==> config.mk <==
export PLATFORM = sky130hd
export DESIGN_NAME = cgra_col_mem_arb_flat
export DESIGN_NICKNAME = d
export VERILOG_FILES = /design/src/rtl/cgra_col_mem_arb_pkg.sv /design/src/rtl/cgra_col_mem_arb_if.sv /design/src/rtl/cgra_col_mem_arb_idx_fifo.sv /design/src/rtl/cgra_col_mem_arb.sv /design/src/flat_wrapper.sv
export SDC_FILE = /design/constraint.sdc
export NUM_CORES = 1
export LEC_CHECK = 0
export CELL_PAD_IN_SITES_DETAIL_PLACEMENT = 1
export CELL_PAD_IN_SITES_GLOBAL_PLACEMENT = 2
export CORE_AREA = 2 2 188 190
export CTS_CLUSTER_DIAMETER = 40
export DETAILED_ROUTE_END_ITERATION = 12
export DIE_AREA = 0 0 190 192
export DONT_BUFFER_PORTS = 1
export PLACE_DENSITY_LB_ADDON = 0.05
export REMOVE_ABC_BUFFERS = 1
export SLEW_MARGIN = 15
export SYNTH_ARGS = -nofsm -noshare
export SYNTH_HDL_FRONTEND = slang
export SYNTH_HIERARCHICAL = 1
export SYNTH_SLANG_ARGS = --single-unit
==> constraint.sdc <==
create_clock -name clk_i -period 3.4 [get_ports clk_i]
set_clock_uncertainty 0.15 [all_clocks]
set_input_delay 0.68 -clock clk_i [delete_from_list [all_inputs] [get_ports clk_i]]
set_output_delay 0.68 -clock clk_i [all_outputs]
set_load 0.01 [all_outputs]
==> src/rtl/cgra_col_mem_arb_pkg.sv <==
// Shared types and constants for the CGRA column memory-port arbiter.
package cgra_col_mem_arb_pkg;

  typedef enum logic [0:0] {
    ARB_FIXED = 1'b0,
    ARB_RR    = 1'b1
  } arb_mode_t;

  localparam int MEM_ARB_MAX_OUT = 2;

  // Index width that stays at least one bit for single-entry ranges.
  function automatic int idx_width(input int n);
    return (n > 1) ? $clog2(n) : 1;
  endfunction

endpackage

==> src/rtl/cgra_col_mem_arb_if.sv <==
// Column memory-port bundle: the arbiter is the master, the data memory the slave.
interface cgra_col_mem_arb_if #(
  parameter int DP_WIDTH       = 32,
  parameter int RC_CONST_WIDTH = 13
);

  logic                      data_req;
  logic                      data_wen;
  logic                      data_ind;
  logic [DP_WIDTH-1:0]       data_add;
  logic [DP_WIDTH-1:0]       data_wdata;
  logic [RC_CONST_WIDTH-1:0] add_inc;
  logic                      data_gnt;
  logic                      data_rvalid;
  logic [DP_WIDTH-1:0]       data_rdata;

  modport master (
    output data_req, data_wen, data_ind, data_add, data_wdata, add_inc,
    input  data_gnt, data_rvalid, data_rdata
  );

  modport slave (
    input  data_req, data_wen, data_ind, data_add, data_wdata, add_inc,
    output data_gnt, data_rvalid, data_rdata
  );

endinterface

==> src/rtl/cgra_col_mem_arb_idx_fifo.sv <==
// Requester-index FIFO that routes in-order read returns back to their RC.
module cgra_idx_fifo
  import cgra_col_mem_arb_pkg::*;
#(
  parameter int WIDTH = 2,
  parameter int DEPTH = 2
) (
  input  logic             clk_i,
  input  logic             rst_i,
  input  logic             push_i,
  input  logic             pop_i,
  input  logic [WIDTH-1:0] din_i,
  output logic [WIDTH-1:0] dout_o,
  output logic             full_o,
  output logic             empty_o
);

  localparam int PTR_W = idx_width(DEPTH);
  localparam int CNT_W = $clog2(DEPTH + 1);

  logic [WIDTH-1:0] mem_r [2**PTR_W];
  logic [PTR_W-1:0] wr_ptr_r;
  logic [PTR_W-1:0] rd_ptr_r;
  logic [CNT_W-1:0] count_r;
  logic             push_s;
  logic             pop_s;

  assign full_o  = (count_r == CNT_W'(DEPTH));
  assign empty_o = (count_r == {CNT_W{1'b0}});
  assign push_s  = push_i & ~full_o;
  assign pop_s   = pop_i & ~empty_o;
  assign dout_o  = mem_r[rd_ptr_r];

  function automatic logic [PTR_W-1:0] ptr_inc(input logic [PTR_W-1:0] p);
    return (p == PTR_W'(DEPTH - 1)) ? {PTR_W{1'b0}} : p + PTR_W'(1);
  endfunction

  // Entry storage; contents are don't-care while not counted.
  always_ff @(posedge clk_i) begin
    if (push_s) begin
      mem_r[wr_ptr_r] <= din_i;
    end
  end

  // Pointers and occupancy; push and pop together leave the count unchanged.
  always_ff @(posedge clk_i) begin
    if (rst_i) begin
      wr_ptr_r <= {PTR_W{1'b0}};
      rd_ptr_r <= {PTR_W{1'b0}};
      count_r  <= {CNT_W{1'b0}};
    end else begin
      if (push_s) begin
        wr_ptr_r <= ptr_inc(wr_ptr_r);
      end
      if (pop_s) begin
        rd_ptr_r <= ptr_inc(rd_ptr_r);
      end
      case ({push_s, pop_s})
        2'b10:   count_r <= count_r + CNT_W'(1);
        2'b01:   count_r <= count_r - CNT_W'(1);
        default: count_r <= count_r;
      endcase
    end
  end

endmodule

==> src/rtl/cgra_col_mem_arb.sv <==
// Per-column arbiter: N_REQ cells share one data-memory port, with fixed or
// round-robin priority and up to MAX_OUT in-flight reads routed back in order.
module cgra_col_mem_arb
  import cgra_col_mem_arb_pkg::*;
#(
  parameter int        N_REQ          = 4,
  parameter int        DP_WIDTH       = 32,
  parameter int        RC_CONST_WIDTH = 13,
  parameter int        MAX_OUT        = MEM_ARB_MAX_OUT,
  parameter arb_mode_t ARB_MODE       = ARB_FIXED
) (
  input  logic                                  clk_i,
  input  logic                                  rst_col_i,
  input  logic                                  pc_en_i,
  input  logic [N_REQ-1:0]                      req_i,
  input  logic [N_REQ-1:0]                      wen_i,
  input  logic [N_REQ-1:0]                      ind_i,
  input  logic [N_REQ-1:0][DP_WIDTH-1:0]        add_i,
  input  logic [N_REQ-1:0][DP_WIDTH-1:0]        wdata_i,
  input  logic [N_REQ-1:0][RC_CONST_WIDTH-1:0]  add_inc_i,
  output logic [N_REQ-1:0]                      rvalid_o,
  output logic [DP_WIDTH-1:0]                   rdata_o,
  output logic [1:0]                            rflag_o,
  output logic                                  stall_o,
  output logic                                  err_o,
  cgra_col_mem_arb_if.master                    mem
);

  localparam int IDX_W = idx_width(N_REQ);

  logic [N_REQ-1:0]          served_r;
  logic [N_REQ-1:0]          returned_r;
  logic [IDX_W-1:0]          rr_ptr_r;
  logic                      err_r;

  logic [N_REQ-1:0]          eligible_s;
  logic [IDX_W-1:0]          base_s;
  logic [IDX_W-1:0]          winner_s;
  logic [IDX_W-1:0]          head_s;
  logic                      any_elig_s;
  logic                      grant_s;
  logic                      push_s;
  logic                      pop_s;
  logic                      fifo_full_s;
  logic                      fifo_empty_s;
  logic [N_REQ-1:0]          grant_mask_s;
  logic [N_REQ-1:0]          rvalid_s;
  logic [DP_WIDTH-1:0]       rdata_s;
  logic                      port_wen_s;
  logic                      port_ind_s;
  logic [DP_WIDTH-1:0]       port_add_s;
  logic [DP_WIDTH-1:0]       port_wdata_s;
  logic [RC_CONST_WIDTH-1:0] port_inc_s;

  // Rotate so that base sits at bit 0, then take the first set bit.
  function automatic logic [IDX_W-1:0] pick_first(input logic [N_REQ-1:0] vec,
                                                  input logic [IDX_W-1:0] base);
    logic [2*N_REQ-1:0] dbl;
    logic [N_REQ-1:0]   rot;
    logic [IDX_W-1:0]   res;
    dbl = {vec, vec} >> base;
    rot = dbl[N_REQ-1:0];
    res = {IDX_W{1'b0}};
    for (int i = N_REQ - 1; i >= 0; i--) begin
      if (rot[i]) begin
        res = IDX_W'((i + int'(base)) % N_REQ);
      end
    end
    return res;
  endfunction

  // Reads are held off on the registered full flag, never bypassed same-cycle.
  assign base_s       = (ARB_MODE == ARB_RR) ? rr_ptr_r : {IDX_W{1'b0}};
  assign eligible_s   = req_i & ~served_r & ~(wen_i & {N_REQ{fifo_full_s}});
  assign any_elig_s   = |eligible_s;
  assign winner_s     = pick_first(eligible_s, base_s);
  assign grant_s      = any_elig_s & mem.data_gnt;
  assign push_s       = grant_s & wen_i[winner_s];
  assign pop_s        = mem.data_rvalid & ~fifo_empty_s;
  assign grant_mask_s = grant_s ? (N_REQ'(1'b1) << winner_s) : {N_REQ{1'b0}};

  cgra_idx_fifo #(
    .WIDTH (IDX_W),
    .DEPTH (MAX_OUT)
  ) u_idx_fifo (
    .clk_i   (clk_i),
    .rst_i   (rst_col_i),
    .push_i  (push_s),
    .pop_i   (pop_s),
    .din_i   (winner_s),
    .dout_o  (head_s),
    .full_o  (fifo_full_s),
    .empty_o (fifo_empty_s)
  );

  // Winner's fields onto the port; unused fields are forced to zero.
  always_comb begin
    port_wen_s   = 1'b0;
    port_ind_s   = 1'b0;
    port_add_s   = {DP_WIDTH{1'b0}};
    port_wdata_s = {DP_WIDTH{1'b0}};
    port_inc_s   = {RC_CONST_WIDTH{1'b0}};
    if (any_elig_s) begin
      port_wen_s   = wen_i[winner_s];
      port_ind_s   = ind_i[winner_s];
      port_add_s   = ind_i[winner_s] ? add_i[winner_s] : {DP_WIDTH{1'b0}};
      port_inc_s   = ind_i[winner_s] ? {RC_CONST_WIDTH{1'b0}} : add_inc_i[winner_s];
      port_wdata_s = wen_i[winner_s] ? {DP_WIDTH{1'b0}} : wdata_i[winner_s];
    end else begin
      port_wen_s   = 1'b0;
    end
  end

  assign mem.data_req   = any_elig_s;
  assign mem.data_wen   = port_wen_s;
  assign mem.data_ind   = port_ind_s;
  assign mem.data_add   = port_add_s;
  assign mem.data_wdata = port_wdata_s;
  assign mem.add_inc    = port_inc_s;

  // Read return routed to the FIFO head in the same cycle as the memory valid.
  always_comb begin
    rvalid_s = {N_REQ{1'b0}};
    rdata_s  = {DP_WIDTH{1'b0}};
    if (pop_s) begin
      rvalid_s = N_REQ'(1'b1) << head_s;
      rdata_s  = mem.data_rdata;
    end else begin
      rdata_s  = {DP_WIDTH{1'b0}};
    end
  end

  assign rvalid_o = rvalid_s;
  assign rdata_o  = rdata_s;
  assign rflag_o  = {rdata_s[DP_WIDTH-1], (rdata_s == {DP_WIDTH{1'b0}})};
  assign stall_o  = (|(req_i & ~served_r)) | (|(req_i & wen_i & ~returned_r));
  assign err_o    = err_r;

  // Masks, rotation pointer and sticky error; pc_en clears masks but not the FIFO.
  always_ff @(posedge clk_i) begin
    if (rst_col_i) begin
      served_r   <= {N_REQ{1'b0}};
      returned_r <= {N_REQ{1'b0}};
      rr_ptr_r   <= {IDX_W{1'b0}};
      err_r      <= 1'b0;
    end else begin
      if (pc_en_i) begin
        served_r   <= {N_REQ{1'b0}};
        returned_r <= {N_REQ{1'b0}};
      end else begin
        served_r   <= served_r | grant_mask_s;
        returned_r <= returned_r | rvalid_s;
      end
      if (grant_s) begin
        rr_ptr_r <= (winner_s == IDX_W'(N_REQ - 1)) ? {IDX_W{1'b0}} : winner_s + IDX_W'(1);
      end
      if (mem.data_rvalid & fifo_empty_s) begin
        err_r <= 1'b1;
      end
    end
  end

endmodule

==> src/flat_wrapper.sv <==
// flat-port wrapper written by rule: the top's interface ports become plain ports
module cgra_col_mem_arb_flat import cgra_col_mem_arb_pkg::*;
#(
  parameter int        N_REQ          = 4,
  parameter int        DP_WIDTH       = 32,
  parameter int        RC_CONST_WIDTH = 13,
  parameter int        MAX_OUT        = MEM_ARB_MAX_OUT,
  parameter arb_mode_t ARB_MODE       = ARB_FIXED
)
  (clk_i, rst_col_i, pc_en_i, req_i, wen_i, ind_i, add_i, wdata_i, add_inc_i, rvalid_o, rdata_o, rflag_o, stall_o, err_o, mem_data_req, mem_data_wen, mem_data_ind, mem_data_add, mem_data_wdata, mem_add_inc, mem_data_gnt, mem_data_rvalid, mem_data_rdata);
  cgra_col_mem_arb_if #(.DP_WIDTH(DP_WIDTH), .RC_CONST_WIDTH(RC_CONST_WIDTH)) mem_i ();
  input  logic clk_i;
  input  logic rst_col_i;
  input  logic pc_en_i;
  input  logic [N_REQ-1:0] req_i;
  input  logic [N_REQ-1:0] wen_i;
  input  logic [N_REQ-1:0] ind_i;
  input  logic [N_REQ-1:0][DP_WIDTH-1:0] add_i;
  input  logic [N_REQ-1:0][DP_WIDTH-1:0] wdata_i;
  input  logic [N_REQ-1:0][RC_CONST_WIDTH-1:0] add_inc_i;
  output logic [N_REQ-1:0] rvalid_o;
  output logic [DP_WIDTH-1:0] rdata_o;
  output logic [1:0] rflag_o;
  output logic stall_o;
  output logic err_o;
  output wire logic [$bits(mem_i.data_req)-1:0] mem_data_req;
  output wire logic [$bits(mem_i.data_wen)-1:0] mem_data_wen;
  output wire logic [$bits(mem_i.data_ind)-1:0] mem_data_ind;
  output wire logic [$bits(mem_i.data_add)-1:0] mem_data_add;
  output wire logic [$bits(mem_i.data_wdata)-1:0] mem_data_wdata;
  output wire logic [$bits(mem_i.add_inc)-1:0] mem_add_inc;
  input wire logic [$bits(mem_i.data_gnt)-1:0] mem_data_gnt;
  input wire logic [$bits(mem_i.data_rvalid)-1:0] mem_data_rvalid;
  input wire logic [$bits(mem_i.data_rdata)-1:0] mem_data_rdata;
  assign mem_data_req = mem_i.data_req;
  assign mem_data_wen = mem_i.data_wen;
  assign mem_data_ind = mem_i.data_ind;
  assign mem_data_add = mem_i.data_add;
  assign mem_data_wdata = mem_i.data_wdata;
  assign mem_add_inc = mem_i.add_inc;
  assign mem_i.data_gnt = mem_data_gnt;
  assign mem_i.data_rvalid = mem_data_rvalid;
  assign mem_i.data_rdata = mem_data_rdata;
  cgra_col_mem_arb #(.N_REQ(N_REQ), .DP_WIDTH(DP_WIDTH), .RC_CONST_WIDTH(RC_CONST_WIDTH), .MAX_OUT(MAX_OUT), .ARB_MODE(ARB_MODE)) u_core (.clk_i(clk_i), .rst_col_i(rst_col_i), .pc_en_i(pc_en_i), .req_i(req_i), .wen_i(wen_i), .ind_i(ind_i), .add_i(add_i), .wdata_i(wdata_i), .add_inc_i(add_inc_i), .rvalid_o(rvalid_o), .rdata_o(rdata_o), .rflag_o(rflag_o), .stall_o(stall_o), .err_o(err_o), .mem(mem_i));
endmodule
==> metrics, run 1 <==
status finished, final reports clean; post-synth top area cell a22oi_1; routed vias/inst 4.608; Data required, critical path 2.57 ns; CTS tree yes; H-tree Lvls 1; Peak VDD IR 0.0001737 V; critical-path maximum fanout 16; critical path arrival 2.49 ns; asr flop ratio synth 0; final cell count without fillers 967; FF+latch count, synth 18; power per cell area 274.1 nW/um^2; GRT Total Usage 0.1204; Synth area leaders a22oi_1, nand2_1, a22o_1; Antenna diodes 0; first-pass GRT wire length 33370 um; Final Cell Area 4488 sq um; routability cong. 0.7489; slack of the critical path 0.08348 ns; final wirelength 25090 um; Core Util, Final 0.1309; Vert. Die Dim 192 um; DP Cell Count 959; initial antenna violation count 0; I/O pin count 477; clock-pin slew of the registers on the worst-case setup and hold paths 0.06 ns; Iter 0 DRT Violations 319; max-cap violations 0; minimum clock period 3.317 ns; CP Class flop to output port; Final Setup Violations 0; gr ovfl total 0; fillers 4156; max-slew violation count 0; setup_tns 0 ns; Slew @ Worst Pin 0.5898 ns; CTS Buf Count 3; Worst Hold Class flop to flop; FP Rows 68; register area 404.1 sq um; Max-slew headroom 0.6068; nets@finish 871; layout cell share with drive strength beyond 1 0.2031; P_leak 1.378 nW; Die ar. 36480 sq um; DRT Pass-1 Iters 6; ANT nets after route 0; die width 190 um; synthesized netlist cell count 529; number of global-route vias before repair 4767; synthesized area 3697 sq um; Placement Cell Area 4340 sq um; Initial Util 0.1078; Tot Pwr 1.230 mW; CTS Buffer Depth 2; hold slack 0.3276 ns; Ys Warns 6; Max Fclk 301.5 MHz; clock sinks 18; Residual DRC 0; Core ar. 34290 sq um; Area Overhead vs Synth 21.39%; post-synth cell types 50; Multi-input gate area 3012 sq um; largest net degree at the start of global routing 81; hpwl dp 20140 um; pre-CTS worst setup slack 0.1193 ns; predominant post-synthesis flop cell dfxtp_1; via count 4456; Clock Latency Late Sink 0.25 ns; RSZ-0062 raised after global routing false; Synth top area share 0.1259; Port Buffers 0; post-synthesis sequential area ratio 0.1083; wire per inst 25.95 um; number of synthesized flops with an enable pin 4; mean post-synth cell area 6.989 sq um; CP Launch Type flop; root buf cell clkbuf_16; period utilization 0.9754; final-report hold violation count 0; crit end category output port
power by group:
group | internal (mW) | total (mW) | switching [mW]
sequential | 0.231 | 0.240 | 0.00923
clock | 0.156 | 0.238 | 0.0814
combinational | 0.280 | 0.752 | 0.472
total | 0.667 | 1.23 | 0.563
cells in the mapped netlist (8+ instances only):
master and n:
a21oi_2 30, clkbuf_1 32, a22oi_2 17, and2_1 34
a21oi_1 23, nand2_1 116, o21ai_0 11, nor2_1 23
buf_6 8, inv_1 8, nor4_1 8, a22oi_1 62
a222oi_1 32, dfxtp_1 14, buf_2 13, a22o_1 45
cell type report:
| type | count | share of cell area |
|---|---|---|
| Tap cell | 455 | 0.1268 |
| Inverter | 9 | 0.008085 |
| Multi-Input combinational cell | 445 | 0.6710 |
| Sequential cell | 18 | 0.09005 |
| Clock inverter | 1 | 0.0008364 |
| Clock buffer | 3 | 0.01673 |
| Timing Repair Buffer | 36 | 0.08642 |
state kept, by name, indices dropped and copies added (netlist names), named ones only:
name,count
u_core/returned_r,4
u_core/u_idx_fifo/rd_ptr_r,1
u_core/u_idx_fifo/mem_r,4
u_core/served_r,4
u_core/u_idx_fifo/count_r,2
u_core/u_idx_fifo/wr_ptr_r,1
u_core/err_o,1
kinds of logic (layout without fill, tap and decap cells):
kind of cell,Yosys count,count (layout),share of synthesized area
AND/OR/NAND/NOR,203,203,0.2552
XOR/XNOR,3,3,0.007108
flip-flops,18,18,0.1083
multiplexers,2,2,0.006091
buffers and inverters,66,49,0.08968
adder cells (fa/ha/maj),1,1,0.003384
AO/OA/AOI/OAI,236,236,0.5303
layer usage:
metal	part of all wire	vias up	global-route usage
li1	-	2003	-
met4	0.0023	0	0.002982
met5	0	-	0
met1	0.36	2234	0.1338
met3	0.066	6	0.02997
met2	0.57	213	0.2403
worst paths after layout:
path	startpoint	endpoint	slack [ns]	depth (start not counted)
worst max register to register	u_core/u_idx_fifo/count_r[0]$_SDFFE_PP0P_	u_core/u_idx_fifo/count_r[1]$_SDFFE_PP0P_	0.48	10
worst max-delay path	u_core/u_idx_fifo/count_r[0]$_SDFFE_PP0P_	mem_data_wdata[7]	0.08	9
worst min-delay path	u_core/returned_r[2]$_SDFF_PP0_	u_core/returned_r[2]$_SDFF_PP0_	0.33	2
worst min register to register	u_core/returned_r[2]$_SDFF_PP0_	u_core/returned_r[2]$_SDFF_PP0_	0.33	2
worst max-delay path, cell delays in order, from the launching register on:
cell and delay, ns:
dfxtp_4 0.37, nand2b_4 0.15, inv_4 0.07, and2_4 0.16, or2_4 0.26, a31o_4 0.29
buf_12 0.16, a222oi_1 0.44, a22oi_1 0.13, buf_4 0.17
cells in the final DEF, fill, tap and decap left out, drive strengths merged, types with 2 or more instances in the layout:
cell    count
nand2     116
a22oi      79
a21oi      53
a22o       46
and2       35
buf        35
a222oi     32
nor2       24
dfxtp      14
o21ai      12
inv         9
nor4        9
nand2b      5
clkbuf      4
edfxtp      4
or3         3
a31oi       3
nor2b       2
nand4       2
and3        2
o21a        2
mux2        2
xnor2       2
a21o        2
or2         2
repair_timing:
| item | CTS | global route |
|---|---|---|
| gates cloned | 0 | 1 |
| setup buffers | 0 | 3 |
| setup endpoints to repair | 29 | 19 |
| resized for setup | 5 | 2 |
| pin swaps | 1 | 3 |
| hold buffers | 0 | 0 |
Power figures use the tool's default switching activity.
==> inputs of run 2 (changes only) <==
--- a/config.mk
+++ b/config.mk
@@ -13,7 +13,6 @@
 export DIE_AREA = 0 0 190 192
 export DONT_BUFFER_PORTS = 1
 export PLACE_DENSITY_LB_ADDON = 0.05
-export REMOVE_ABC_BUFFERS = 1
 export SLEW_MARGIN = 15
 export SYNTH_ARGS = -nofsm -noshare
 export SYNTH_HDL_FRONTEND = slang
==> metrics, run 2 (same netlist as run 1, synthesis figures left out) <==
Final Setup Violations 0 (unchanged); Area Overhead vs Synth 21.66%; power per cell area 273.5 nW/um^2 (-0.22%); CP Class flop to output port; ANT nets after route 0 (unchanged); met1 Usage GRT 0.1320 (-0.001853); status finished, final reports clean; critical path arrival 2.43 ns (-0.06 ns); nets@finish 867 (-0.46%); I/O pin count 477 (unchanged); Core ar. 34290 sq um (unchanged); Antenna diodes 0 (unchanged); Port Buffers 0 (unchanged); most frequent cells in the layout nand2_1, a22oi_1, a22o_1, and2_1, a222oi_1; Residual DRC 0 (unchanged); Initial Util 0.1078 (unchanged); minimum clock period 3.256 ns (-0.06013 ns); clock-pin slew of the registers on the worst-case setup and hold paths 0.06 ns (about the same); largest registers u_core/returned_r: 4 flops, u_core/served_r: 4 flops, u_core/u_idx_fifo/mem_r: 4 flops; final-report hold violation count 0 (unchanged); Clock Latency Late Sink 0.25 ns (about the same); GRT Total Usage 0.1164 (-0.003991); routed vias/inst 4.700 (+2.0%); Most Crowded Layer GR met2; met3 GRT Util 0.02046 (-0.009501); RSZ-0062 raised after global routing false; crit end category output port; initial antenna violation count 1 (+1); routability cong. 0.7338 (-2.0%); Worst path slowest cell dfxtp_2; most common cell after layout, fill and taps aside nand2_1; CTS tree yes; worst-path cell chain nand2b_2 -> inv_4 -> a21oi_2 -> buf_4 -> nor4_4 -> buf_6 -> buf_12 -> nand2_1 -> a22oi_1 -> buf_4; P_leak 1.375 nW (-0.23%); Worst Hold Class flop to flop; max-slew violation count 0 (unchanged); Max Fclk 307.1 MHz (+1.8%); first-pass GRT wire length 32140 um (-3.7%); Max-slew headroom 0.5263 (-0.08052); Iter 0 DRT Violations 438 (+37%); Peak VDD IR 0.0001380 V (-21%); final wirelength 23940 um (-4.6%); DRT Pass-1 Iters 9 (+3); FF-to-FF setup slack 0.42 ns (-0.06 ns); Buf/Inv on CP 5 (+2); Global Route met2 Usage 0.2280 (-0.01235); DP Cell Count 956 (-0.31%); number of global-route vias before repair 4810 (+0.90%); CTS Buf Count 3 (unchanged); largest stage delay on the critical path 0.35 ns (-0.09 ns); period utilization 0.9578 (-0.01769); Slew @ Worst Pin 0.7090 ns (+0.1192 ns); Post-Syn Nets 887; die width 190 um (unchanged); CP Launch Type flop; H-tree Lvls 1 (unchanged); root buf cell clkbuf_16; gr ovfl total 0 (unchanged); CTS Buffer Depth 2 (unchanged); final cell count without fillers 963 (-0.41%); Die ar. 36480 sq um (unchanged); Worst path most repeated cell buf_4; largest net degree at the start of global routing 48 (-41%); cts hold-fix bufs 0 (unchanged); wire per inst 24.86 um (-4.2%); Data required, critical path 2.57 ns (about the same); FP Rows 68 (unchanged); Top Family by Delay on Critical Path buffers and inverters; setup_tns 0 ns (unchanged); layout cell share with drive strength beyond 1 0.1969 (-0.006275); clock sinks 18 (unchanged); via count 4526 (+1.6%); Vert. Die Dim 192 um (unchanged); max-cap violations 0 (unchanged); hpwl dp 18880 um (-6.2%); critical-path maximum fanout 16 (unchanged)
run 2: path summary, 6_finish.rpt:
kind                                                   from                                         to  cells after the start
setup / recovery  u_core/u_idx_fifo/count_r[0]$_SDFFE_PP0P_                          mem_data_wdata[4]                     10
hold reg to reg             u_core/returned_r[3]$_SDFF_PP0_            u_core/returned_r[3]$_SDFF_PP0_                      1
setup reg to reg  u_core/u_idx_fifo/count_r[0]$_SDFFE_PP0P_  u_core/u_idx_fifo/count_r[1]$_SDFFE_PP0P_                     10
hold / removal              u_core/returned_r[3]$_SDFF_PP0_            u_core/returned_r[3]$_SDFF_PP0_                      1
run 2: what timing repair did:
action,CTS,global route
cloned,1,1
resized for setup,2,4
buffers inserted,1,0
endpoints found under the setup margin,5,49
pin swaps,1,0
run 2: through the flow:
stage	instance area, sq um	worst slack (ns)	total power [mW]	utilization	hold slack, ns
2_1_floorplan	3697	0.4135	0.7860	-	0.2849
3_3_place_gp	4333	0.1748	0.9901	0.1264	0.3176
3_5_place_dp	4333	0.2086	0.9876	0.1264	0.3161
4_1_cts	4458	0.02806	1.250	0.1300	0.3335
5_1_grt	4498	0.01408	1.326	0.1312	0.3186
6_report	4498	0.1436	1.230	0.1312	0.3258
run 2: power by group:
part	switching [mW]	total, mW	internal [mW]
combinational	0.463	0.743	0.280
clock	0.0909	0.248	0.157
sequential	0.00879	0.239	0.230
run 2: final cells by class:
type,instances,area [sq um]
inverters,9,36.28
fillers,4130,29790
flip-flops and latches,18,401.6
clock buffers,3,75.07
multi-input cells,445,3005
clock inverters,1,3.754
well taps,455,569.3
repair buffers,32,406.6
run 2: routing by layer:
metal,vias to the layer above,share of wire
met2,281,0.54
met5,-,0
li1,1990,-
met4,0,0.012
met1,2235,0.38
met3,20,0.066
==> inputs of run 3 (changes only) <==
--- a/config.mk
+++ b/config.mk
@@ -5,12 +5,15 @@
 export SDC_FILE = /design/constraint.sdc
 export NUM_CORES = 1
 export LEC_CHECK = 0
+export ABC_AREA = 1
 export CELL_PAD_IN_SITES_DETAIL_PLACEMENT = 1
 export CELL_PAD_IN_SITES_GLOBAL_PLACEMENT = 2
-export CORE_AREA = 2 2 188 190
+export CORE_AREA = 2 2 185 187
+export CTS_BUF_LIST = sky130_fd_sc_hd__clkbuf_4 sky130_fd_sc_hd__clkbuf_8
 export CTS_CLUSTER_DIAMETER = 40
+export CTS_CLUSTER_SIZE = 30
 export DETAILED_ROUTE_END_ITERATION = 12
-export DIE_AREA = 0 0 190 192
+export DIE_AREA = 0 0 187 189
 export DONT_BUFFER_PORTS = 1
 export PLACE_DENSITY_LB_ADDON = 0.05
 export SLEW_MARGIN = 15
==> metrics, run 3 <==
status finished, final reports clean; Residual DRC 0 (unchanged); Slew @ Worst Pin 0.5901 ns (-0.1189 ns); FP Rows 67 (-1.5%); Synth area leaders nand2_1, nor2_1, inv_1; post-synthesis sequential area ratio 0.08457 (-0.02372); post-synth top area cell nand2_1; Die ar. 35340 sq um (-3.1%); number of synthesized flops with an enable pin 4 (unchanged); slack of the critical path 0.2201 ns (+0.07647 ns); Max-slew headroom 0.6036 (+0.07727); Area Overhead vs Synth 26.48%; Peak VDD IR 0.0001383 V (+0.27%); Buf/Inv on CP 5 (unchanged); initial antenna violation count 2 (+1); critical-path maximum fanout 17 (+1); CTS Buffer Depth 2 (unchanged); largest stage delay on the critical path 0.37 ns (+0.02 ns); clock-pin slew of the registers on the worst-case setup and hold paths 0.08 ns (+0.02 ns); CTS Buf Count 3 (unchanged); most instantiated cells after synthesis nand2_1, nor2_1, inv_1; via count 6244 (+38%); GRT Total Usage 0.1477 (+0.03132); CP Launch Type flop; Final Setup Violations 0 (unchanged); CTS tree yes; wire per inst 17.94 um (-28%); Ys Warns 6 (unchanged); Core ar. 33280 sq um (-2.9%); crit end category output port; most frequent cells in the layout nand2_1, nor2_1, inv_1, buf_4, nand3_1; number of global-route vias before repair 6578 (+37%); critical path arrival 2.35 ns (-0.08 ns); Worst Hold Class flop to flop; Worst path most repeated cell nand2_1; setup_tns 0 ns (unchanged); Tot Pwr 1.568 mW (+27%); first-pass GRT wire length 40420 um (+26%); max-cap violations 0 (unchanged); pre-CTS worst setup slack 0.2170 ns (+0.008439 ns); asr flop ratio synth 0 (unchanged); synthesized area 4735 sq um (+28%); Port Buffers 0 (unchanged); Synth top area share 0.2711 (+0.1453); die width 187 um (-1.6%); Top Family by Delay on Critical Path simple AND/OR/NAND/NOR gates; routability cong. 0.7625 (+3.9%); Vert. Die Dim 189 um (-1.6%); Post-Syn Nets 1417 (+60%); root buf cell clkbuf_8; max-slew violation count 0 (unchanged); CP Class flop to output port; final-report hold violation count 0 (unchanged); period utilization 0.9353 (-0.02249); H-tree Lvls 1 (unchanged); Max Fclk 314.5 MHz (+2.4%); fillers 4414 (+6.9%); Worst path slowest cell dfxtp_2; FF+latch count, synth 18 (unchanged); routed vias/inst 3.992 (-15%); predominant post-synthesis flop cell dfxtp_1; nets@finish 1473 (+70%); largest registers u_core/returned_r: 4 flops, u_core/served_r: 4 flops, u_core/u_idx_fifo/mem_r: 4 flops; mean post-synth cell area 4.471 sq um (-36%); P_leak 3.580 nW (+160%); power per cell area 261.8 nW/um^2 (-4.3%); ANT nets after route 0 (unchanged); post-synth cell types 30 (-40%); worst-path cell chain inv_2 -> nor2_4 -> nand2_1 -> nand2_2 -> nand2_2 -> nor2_4 -> buf_12 -> buf_12 -> nand2_1 -> nand2_1 -> inv_1 -> nand2_1 -> nor2_1 -> nor2_1 -> buf_4; layout cell share with drive strength beyond 1 0.1212 (-0.07567); I/O pin count 477 (unchanged); most common cell after layout, fill and taps aside nand2_1; final wirelength 28060 um (+17%); synthesized netlist cell count 1059 (+100%); gr ovfl total 0 (unchanged); RSZ-0062 raised after global routing false; Clock Latency Late Sink 0.25 ns (about the same); hold slack 0.3163 ns (-0.009504 ns); DRT Pass-1 Iters 4 (-5); hpwl dp 22760 um (+21%); Iter 0 DRT Violations 165 (-62%); Data required, critical path 2.57 ns (about the same); clock sinks 18 (unchanged); Initial Util 0.1423 (+0.03443); largest net degree at the start of global routing 44 (-8.3%); most frequent cell after synthesis nand2_1; minimum clock period 3.180 ns (-0.07647 ns)
[run 3: changes by cell type after synthesis, sizes merged, moves of 10 or more]
cell	before	now
nor2	24	302
nand2	116	351
inv	9	212
nand3	1	88
a22oi	79	0
a21oi	53	6
a22o	46	0
and2	35	0
a222oi	32	0
clkbuf	32	4
buf	25	50
o21ai	12	2
[run 3: final timing paths]
path                                                     to  cells after the start                                 startpoint  slack (ns)
setup / recovery                          mem_data_wdata[4]                     15  u_core/u_idx_fifo/count_r[1]$_SDFFE_PP0P_        0.22
hold / removal                u_core/served_r[3]$_SDFF_PP0_                      2              u_core/served_r[3]$_SDFF_PP0_        0.32
setup reg to reg  u_core/u_idx_fifo/count_r[1]$_SDFFE_PP0P_                     20  u_core/u_idx_fifo/count_r[1]$_SDFFE_PP0P_        0.64
hold reg to reg               u_core/served_r[3]$_SDFF_PP0_                      2              u_core/served_r[3]$_SDFF_PP0_        0.32
[run 3: cell type report]
class	count	area, sq um	share of cell area
Multi-Input combinational cell	774	3213	0.5366
Tap cell	448	560.5	0.09361
Clock buffer	3	41.29	0.006895
Antenna cell	2	5.005	0.0008358
Clock inverter	1	3.754	0.0006268
Sequential cell	18	401.6	0.06707
Inverter	213	799.5	0.1335
Timing Repair Buffer	105	963.4	0.1609
[run 3: layer usage]
layer  vias up  share of wire  track usage
met5         -              0            0
met3        10          0.073      0.03540
met4         0         0.0076      0.01435
li1       3173              -            -
met2       268           0.52       0.2855
met1      2793           0.40       0.1687
[run 3: power breakdown]
group          internal [mW]  leakage, nW  total (mW)  switching (mW)
Clock                 0.0803       0.0231       0.157          0.0771
Sequential             0.230        0.152       0.238         0.00753
Combinational          0.454         3.40        1.17           0.719
Total                  0.764         3.58        1.57           0.804
[run 3: repair_timing]
item | 4_1_cts | 5_1_grt
endpoints found under the setup margin | 0 | 69
hold endpoints to repair | 0 | 0
hold buffers | 0 | 0
buffers inserted | 0 | 2
resized for setup | 0 | 7
[run 3: logic make-up (layout without fill, tap and decap cells)]
logic type,count (synthesis),count (layout),share of synthesized area
multiplexers,2,2,0.004757
other,0,2,0
buffers and inverters,267,322,0.2410
AO/OA/AOI/OAI,18,18,0.02749
flip-flops,18,18,0.08457
AND/OR/NAND/NOR,753,753,0.6395
adder cells (fa/ha/maj),1,1,0.002642
[run 3: metrics by stage]
stage | cells | instance area (sq um) | util
floorplan | 1059 | 4735 | -
global placement | 1554 | 5849 | 0.1758
detailed placement | 1554 | 5849 | 0.1758
CTS | 1558 | 5894 | 0.1771
global route | 1562 | 5983 | 0.1798
finish | 1564 | 5988 | 0.1799
[run 3: worst register-to-register path, stage by stage (launching register included)]
cell and delay, ns:
dfxtp_2 0.37, inv_2 0.05, nor2_4 0.14, nand2_1 0.08
nand2_2 0.12, nand2_1 0.12, nand3_4 0.17, buf_12 0.25
nand2_1 0.11, nand2_1 0.09, nand2_1 0.06, inv_1 0.06
inv_1 0.04, nor2_2 0.14, inv_1 0.08, ha_1 0.27
inv_1 0.11, nand2_1 0.07, nor2_1 0.09, nor2_1 0.04
nor2_1 0.09
